<file path="src/rtl/fifo_wr_dispatch.sv">
// Write side of the per-switch FIFO bank: decodes the header unit address and
// steers each packet into one switch FIFO. Optional drop counter: FIFO_WR_DROP_CNT_EN.
module fifo_wr_dispatch #(
   parameter int                   NUM_SW_INST = 5,
   parameter int                   W_WIDTH     = 8,
   parameter logic [W_WIDTH-1:0]   ADDR_BASE   = 8'h10,
   parameter int                   SPAN_LOG2   = 4
) (
   input  logic                    clk,
   input  logic                    rst_n,
   input  logic                    in_valid,
   input  logic [W_WIDTH-1:0]      in_data,
   input  logic                    in_sop,
   input  logic                    in_eop,
   output logic                    in_ready,
   input  logic [NUM_SW_INST-1:0]  afull,
   output logic [NUM_SW_INST-1:0]  wr_en,
   output logic [W_WIDTH-1:0]      wr_data,
   output logic                    proto_err
`ifdef FIFO_WR_DROP_CNT_EN
   ,
   output logic [15:0]             drop_cnt
`endif
);

   // state   | meaning
   // IDLE    | waiting for a header word
   // FORWARD | writing payload into FIFO sel
   // DROP    | discarding payload of an out-of-range packet
   localparam logic [1:0] IDLE    = 2'd0;
   localparam logic [1:0] FORWARD = 2'd1;
   localparam logic [1:0] DROP    = 2'd2;

   localparam int SEL_W = (NUM_SW_INST > 1) ? $clog2(NUM_SW_INST) : 1;

   logic [1:0]         state, state_nxt;
   logic [SEL_W-1:0]   sel, sel_nxt;
   logic [SEL_W-1:0]   tgt;
   logic [W_WIDTH:0]   off_ext;
   logic [W_WIDTH:0]   idx_ext;
   logic [SEL_W-1:0]   hit_idx;
   logic               hit;
   logic               accept;
   logic               wr_fire;
   logic               err_fire;

   // Decode at W_WIDTH+1 bits so a header below ADDR_BASE shows up as a borrow.
   assign off_ext = {1'b0, in_data} - {1'b0, ADDR_BASE};
   assign idx_ext = off_ext >> SPAN_LOG2;
   assign hit     = !off_ext[W_WIDTH] && (idx_ext < (W_WIDTH+1)'(NUM_SW_INST));
   assign hit_idx = idx_ext[SEL_W-1:0];
   assign accept  = in_valid && in_ready;

   always_comb begin
      state_nxt = state;
      sel_nxt   = sel;
      in_ready  = 1'b1;
      wr_fire   = 1'b0;
      err_fire  = 1'b0;
      tgt       = sel;
      case (state)
         IDLE: begin
            if (in_valid && in_sop && hit) begin
               in_ready = !afull[hit_idx];
               if (accept) begin
                  wr_fire   = 1'b1;
                  tgt       = hit_idx;
                  sel_nxt   = hit_idx;
                  state_nxt = in_eop ? IDLE : FORWARD;
               end
            end else if (in_valid && in_sop) begin
               state_nxt = in_eop ? IDLE : DROP;
            end else if (in_valid) begin
               err_fire = 1'b1;
            end
         end
         FORWARD: begin
            in_ready = !afull[sel];
            if (accept) begin
               wr_fire  = 1'b1;
               err_fire = in_sop;
               if (in_eop) state_nxt = IDLE;
            end
         end
         DROP: begin
            if (in_valid) begin
               err_fire = in_sop;
               if (in_eop) state_nxt = IDLE;
            end
         end
         default: state_nxt = IDLE;
      endcase
   end

   always_ff @(posedge clk or negedge rst_n) begin
      if (!rst_n) begin
         state     <= IDLE;
         sel       <= '0;
         wr_en     <= '0;
         wr_data   <= '0;
         proto_err <= 1'b0;
      end else begin
         state     <= state_nxt;
         sel       <= sel_nxt;
         wr_en     <= wr_fire ? (NUM_SW_INST'(1) << tgt) : '0;
         if (wr_fire) wr_data <= in_data;
         proto_err <= err_fire;
      end
   end

`ifdef FIFO_WR_DROP_CNT_EN
   logic drop_inc;
   assign drop_inc = in_valid && (state == IDLE) && in_sop && !hit;

   always_ff @(posedge clk or negedge rst_n) begin
      if (!rst_n)                           drop_cnt <= '0;
      else if (drop_inc && drop_cnt != 16'hFFFF) drop_cnt <= drop_cnt + 16'd1;
   end
`endif

endmodule

</file>
<file path="config.mk">
export PLATFORM = sky130hd
export DESIGN_NAME = fifo_wr_dispatch
export DESIGN_NICKNAME = d
export VERILOG_FILES = /design/src/rtl/fifo_wr_dispatch.sv
export SDC_FILE = /design/constraint.sdc
export NUM_CORES = 1
export LEC_CHECK = 0
export CORE_UTILIZATION = 45
export CTS_CLUSTER_DIAMETER = 60
export CTS_CLUSTER_SIZE = 8
export DETAILED_ROUTE_END_ITERATION = 8
export PLACE_DENSITY = 0.76
export SKIP_LAST_GASP = 1
export SLEW_MARGIN = 20
export SYNTH_ARGS = -nofsm -noshare
export SYNTH_HDL_FRONTEND = slang
export SYNTH_SLANG_ARGS = --single-unit
export TNS_END_PERCENT = 100
</file>
<file path="constraint.sdc">
create_clock -name clk -period 10.9 [get_ports clk]
set_input_delay 3.27 -clock clk [delete_from_list [all_inputs] [get_ports clk]]
set_output_delay 3.27 -clock clk [all_outputs]
set_load 0.02 [all_outputs]
</file>
---- Word level (Yosys, flattened, before mapping) ----
Index checks and enable logic that the tools add are counted.
word-level totals
  memories kept ........................... 0
  register bits after elaboration ......... 19
  memory bits (read-only) ................. 0
  input port bits ......................... 18
  word-level logic and storage cells ...... 53
  latch bits .............................. 0
  RAM bits ................................ 0
operators by class
  divide/modulo/power cells ............... 0
  equal/unequal tests ..................... 6
  reduce and logical (&&, ||, !) cells .... 9
  $add $sub $neg .......................... 1
  multiplexer cells ....................... 28
  $lt $le $gt $ge ......................... 3
  bitwise operators ....................... 0
  shift operators ......................... 1
  multipliers ............................. 0
operators with widths
  kind                                                        count
  two-way mux 2 bit                                           7
  two-way mux 1 bit                                           11
  two-way mux 3 bit                                           3
  subtractor 8 x 5 -> 9 bit, second input constant            1
  less-than comparator 3 x 4 -> 1 bit, second input constant  2
  binary-select mux 1 bit (select 3 bit)                      2
  inequality test 3 bit, second input constant                2
  one-hot mux 2 bit (3 select lines)                          1
  less-than comparator 5 x 3 -> 1 bit, second input constant  1
  two-way mux 5 bit                                           1
  << shifter 1 x 3 -> 5 bit, first input constant             1
  logical AND 1 bit                                           4
  inequality test 2 bit, second input constant                2
  one-hot mux 1 bit (2 select lines)                          2
  AND reduction 4 bit                                         1
  zero test 1 bit                                             3
  one-hot mux 1 bit (3 select lines)                          1
  equality test 2 x 1 -> 1 bit, second input constant         1
  equality test 2 bit, second input constant                  1
  zero test 2 bit                                             1

---- Logic depth before layout (Yosys ltp) ----
Gate-level depths: netlist (run 1).
  word-level depth ........................ 12
  gate-level depth with buffers ........... 11
  gate-level depth less buffers ........... 8

---- Worst setup path after synthesis (run 1) ----
No wires, ideal clock.
  path kind ............................... input to output
  start ................................... input in_data[4]
  end ..................................... output in_ready
  arrival time ............................ 4.812 ns
  data required time ...................... 7.630 ns
  cell stages on the path ................. 7
  buffers on the path ..................... 1
  slack ................................... 2.818 ns
  path through ............................ buf_6 > inv_1 > ha_1 > mux4_2 > mux2_4 > a41oi_2 > or2_2
between the ends
  cells in the longest elaborated chain, start to end .. 6
  elaborated cells on any way between the ends .. 10
ends and longest elaborated chain
  item                                                           line    RTL
  from (decl)                                                    12      input logic [W_WIDTH-1:0] in_data,
  subtractor 8 x 5 -> 9 bit *                                    48      assign off_ext = {1'b0, in_data} - {1'b0, ADDR_BASE};
  less-than comparator 5 x 3 -> 1 bit (tied with other cells)    50      assign hit = !off_ext[W_WIDTH] && (idx_ext < (W_WIDTH+1)'(NUM_SW_INST));
  logical AND 1 bit / two-way mux 1 bit (equally long branches)  50, 64
  logical AND 1 bit / zero test 1 bit (equally long branches)    63, 64
  two-way mux 1 bit *                                            63      if (in_valid && in_sop && hit) begin
  one-hot mux 1 bit (2 select lines) *                           61      case (state)
  to (decl)                                                      15      output logic in_ready,
Mark *: on every way between the ends. The rest lies on a longest branch, timed or not. The select of a mux whose other input is x is not followed.

---- Worst setup path in the final report (run 1) ----
Same ends and word-level chain as after synthesis.

==> summary.json, run 1 <==
{
  "timing": {
    "worst_clock_skew_ns": 0.0115,
    "final-setup-viol-count": 0,
    "final_number_of_hold_violating_endpoints": 0,
    "period_share_pct": 86.2,
    "timing.hold.ws_ns": 0.508,
    "layout_min_cycle_time_ns": 9.40,
    "timing.final.max_slew_violations": 0,
    "slew_headroom_pct": 26.4,
    "max_freq_ghz": 0.106,
    "rsz0062_at_grt": "false",
    "worst_slew_pin_slew_ns": 1.10,
    "fin_tns_setup_ns": 0
  },
  "clocking": {
    "clock_tree.htree_level_count": 1,
    "tritoncts_clock_tree": "done",
    "post-cts-setup-buffer-count": 0,
    "post_cts_resized": 0,
    "clockBufferDepth": 2,
    "cts_inserted_buffers": 3,
    "clkSlewWorstSetupHoldPaths_ns": 0.11,
    "clk_root_buffer_cell": "sky130_fd_sc_hd__clkbuf_4",
    "clock_sinks": 19,
    "post_cts_hold_buffer_count": 0,
    "worst_skew_pair.late_latency_ns": 0.30
  },
  "synthesis": {
    "post_synth_instance_area_um2": 1140,
    "yosys.area_share.xor_xnor_pct": 2.31,
    "yosysWarnings": 0,
    "synthMuxAreaShare_pct": 12.0,
    "post_synth_and_or_nand_nor_area_fraction_pct": 16.7,
    "post_synth_adder_cell_area_pct": 5.49,
    "synth-compound-area-share_pct": 16.8,
    "synth-seq-area-share_pct": 41.7,
    "netlist-cell-type-count": 37,
    "synth-seq-cells": 19,
    "postSynthCellCount": 113,
    "synth_top_family_by_area": "compound AO/OA/AOI/OAI gates",
    "syn_avg_cell_area_um2": 10.1,
    "synth_nets": 136
  },
  "finish": {
    "final_core_util_pct": 64.9,
    "finish.net_count": 167,
    "drive_gt1_share_pct": 11.9,
    "insertedDiodeCount": 0,
    "syn2layout_area_growth_pct": 30.8,
    "post_layout_nonfiller_instances": 171,
    "mostFrequentLayoutCell": "sky130_fd_sc_hd__clkdlybuf4s50_1",
    "commonest_cells_after_routing_fill_and_taps_aside": "sky130_fd_sc_hd__clkdlybuf4s50_1, sky130_fd_sc_hd__dfrtp_1, sky130_fd_sc_hd__nand2_1"
  },
  "worst_setup_path": {
    "worst-endpoint-required_ns": 7.63,
    "crit_path_start_kind": "input port",
    "type_of_the_worst_setup_path": "input port to output port",
    "timing.rr.start": "sel[0]$_DFF_PN0_",
    "worstRegToRegCells": 6,
    "worst_setup_path_startpoint": "in_data[4]",
    "r2r_end": "wr_en[4]$_DFF_PN0_",
    "arr_time_crit_path_ns": 6.13,
    "critPathCaptureType": "output port",
    "worstPathMaxFanout": 8,
    "rrSetupSlack_ns": 8.12
  },
  "job": {
    "timing.max_cap.violations": 0
  },
  "power": {
    "p_switching_w": 0.000106,
    "seqPwrFrac_pct": 39.6,
    "power_report.internal_total_w": 0.000176,
    "p_per_area_nw_per_um2": 189,
    "vdd_ir_drop_max_mv": 0.151,
    "clockPowerShare_pct": 12.5,
    "p_leak_nw": 0.622,
    "swShare_pct": 37.6,
    "p_comb_share_pct": 47.9
  },
  "route": {
    "detailroute.via_count": 957,
    "wl_mm": 2.42,
    "drc": 0,
    "drt-initial-drc-count": 21,
    "detail-route-antenna-nets": 0,
    "vias_per_cell": 5.60,
    "firstDrtPassIters": 6,
    "route.detailed.wl_per_inst_um": 14.2
  },
  "floorplan": {
    "core_area_um2": 2300,
    "placement_rows": 17,
    "num_io_pins": 33,
    "design.die.area_um2": 2740,
    "die_width_um": 52.3,
    "die_y_um": 52.3,
    "initial_cell_density_of_the_core_pct": 49.6
  },
  "hold_path": {
    "hold_path.class": "register to register",
    "worst_hold_startpoint": "wr_data[4]$_DFFE_PN0P_",
    "min_path_cells": 2,
    "hold_end": "wr_data[4]$_DFFE_PN0P_"
  },
  "global_route": {
    "groute.usage.overall_pct": 20.6,
    "grt_pass1_vias": 907,
    "antenna_found_initial": 0,
    "grt_pass1_wl_mm": 4.04,
    "overflow": 0,
    "grt_start_max_net_pins": 20
  },
  "placed_design": {
    "port_buffers": 32,
    "placed_cells": 167,
    "hpwl_mm": 1.89,
    "globalplace.congestion": 0.862
  },
  "run_status": {
    "status": "complete, no violations"
  }
}
[cell families after synthesis]
family	Yosys count
AO/OA/AOI/OAI	26
buffers and inverters	13
XOR/XNOR	3
adder cells (fa/ha/maj)	5
multiplexers	11
AND/OR/NAND/NOR	36
flip-flops	19
[final cells by class]
class,instances,area [µm²]
fillers,209,806
repair buffers,32,320
clock buffers,3,22.5
multi-input cells,81,607
flip-flops and latches,19,475
inverters,7,26.3
clock inverters,1,5.00
well taps,28,35.0
[how the worst max path moves through the flow]
stage                     to  slack (ns)
floorplan           in_ready        2.82
global placement    in_ready        1.63
detailed placement  in_ready        1.51
CTS                 in_ready        1.51
global route        in_ready        1.35
finish              in_ready        1.50
[power groups by stage]
| stage | combinational [W] | clock, W | sequential, W |
|---|---|---|---|
| 6_report | 0.000135 | 0.0000353 | 0.000112 |
| 5_1_grt | 0.000147 | 0.0000401 | 0.000114 |
| 4_1_cts | 0.000136 | 0.0000365 | 0.000111 |
| 3_5_place_dp | 0.000136 | 0 | 0.000113 |
| 3_3_place_gp | 0.000134 | 0 | 0.000112 |
| 2_1_floorplan | 0.0000668 | 0 | 0.000127 |
[routing by layer]
metal  vias up  part of all wire, %  GRT usage [%]
li1        469                    -              -
met1       450                   43           23.7
met2        34                   52           36.9
met3         4                  5.1           5.80
met4         0                 0.58           5.26
met5         -                    0              0
[Yosys cell counts]
cell | number | share of area [%]
sky130_fd_sc_hd__dfrtp_1 | 19 | 42
sky130_fd_sc_hd__nand2_1 | 9 | 3.0
sky130_fd_sc_hd__a21oi_1 | 7 | 3.1
sky130_fd_sc_hd__inv_1 | 7 | 2.3
sky130_fd_sc_hd__mux2_2 | 7 | 6.9
sky130_fd_sc_hd__nand3_1 | 6 | 2.6
sky130_fd_sc_hd__ha_1 | 5 | 5.5
sky130_fd_sc_hd__nor2_1 | 5 | 1.6
sky130_fd_sc_hd__o21ai_0 | 5 | 2.2
sky130_fd_sc_hd__clkbuf_1 | 4 | 1.3
sky130_fd_sc_hd__nand3b_1 | 3 | 2.0
sky130_fd_sc_hd__nor3b_1 | 3 | 2.0
sky130_fd_sc_hd__a21boi_0 | 2 | 1.3
sky130_fd_sc_hd__mux2i_1 | 2 | 1.8
sky130_fd_sc_hd__nor3_1 | 2 | 0.88
sky130_fd_sc_hd__o22ai_1 | 2 | 1.1
sky130_fd_sc_hd__o311a_1 | 2 | 1.8
sky130_fd_sc_hd__or2_2 | 2 | 1.1
sky130_fd_sc_hd__or3_1 | 2 | 1.1
sky130_fd_sc_hd__xnor2_1 | 2 | 1.5
sky130_fd_sc_hd__a2111o_1 | 1 | 0.99
sky130_fd_sc_hd__a211o_1 | 1 | 0.77
sky130_fd_sc_hd__a2bb2oi_1 | 1 | 0.77
sky130_fd_sc_hd__a41oi_2 | 1 | 1.4
sky130_fd_sc_hd__and3_1 | 1 | 0.55
sky130_fd_sc_hd__and4_1 | 1 | 0.77
sky130_fd_sc_hd__buf_2 | 1 | 0.44
sky130_fd_sc_hd__buf_6 | 1 | 0.99
sky130_fd_sc_hd__mux2_4 | 1 | 1.3
sky130_fd_sc_hd__mux4_2 | 1 | 2.0
sky130_fd_sc_hd__nand2b_1 | 1 | 0.55
sky130_fd_sc_hd__nor2b_1 | 1 | 0.55
sky130_fd_sc_hd__o211ai_1 | 1 | 0.66
sky130_fd_sc_hd__o221ai_1 | 1 | 0.77
sky130_fd_sc_hd__o221ai_2 | 1 | 1.3
sky130_fd_sc_hd__o31ai_1 | 1 | 0.66
sky130_fd_sc_hd__xor2_1 | 1 | 0.77
[state kept, by name, summed over array words and instances, names as in the netlist]
register / flops
wr_data: 8
wr_en: 5
sel: 3
state: 2
proto_err: 1
[critical path: stages]
cell                              delay [ns]
sky130_fd_sc_hd__clkdlybuf4s50_1        0.63
sky130_fd_sc_hd__inv_1                  0.14
sky130_fd_sc_hd__ha_1                   0.46
sky130_fd_sc_hd__mux4_2                 0.35
sky130_fd_sc_hd__mux2_4                 0.29
sky130_fd_sc_hd__a41oi_2                0.24
sky130_fd_sc_hd__or2_2                  0.14
sky130_fd_sc_hd__clkdlybuf4s50_1        0.59
[per-stage QoR]
step	setup WS [ns]	instance area [µm²]	power, W
floorplan	2.82	1140	0.000194
global placement	1.63	1460	0.000246
detailed placement	1.51	1460	0.000248
CTS	1.51	1490	0.000284
global route	1.35	1490	0.000302
finish	1.50	1490	0.000282
No activity file was read; power rests on OpenSTA's default activity.
==> run 2: changes to the inputs <==
- SKIP_LAST_GASP: 1 -> not set
==> results of run 2 <==
No change in the layout: final DEF, timing and power equal those of run 1.
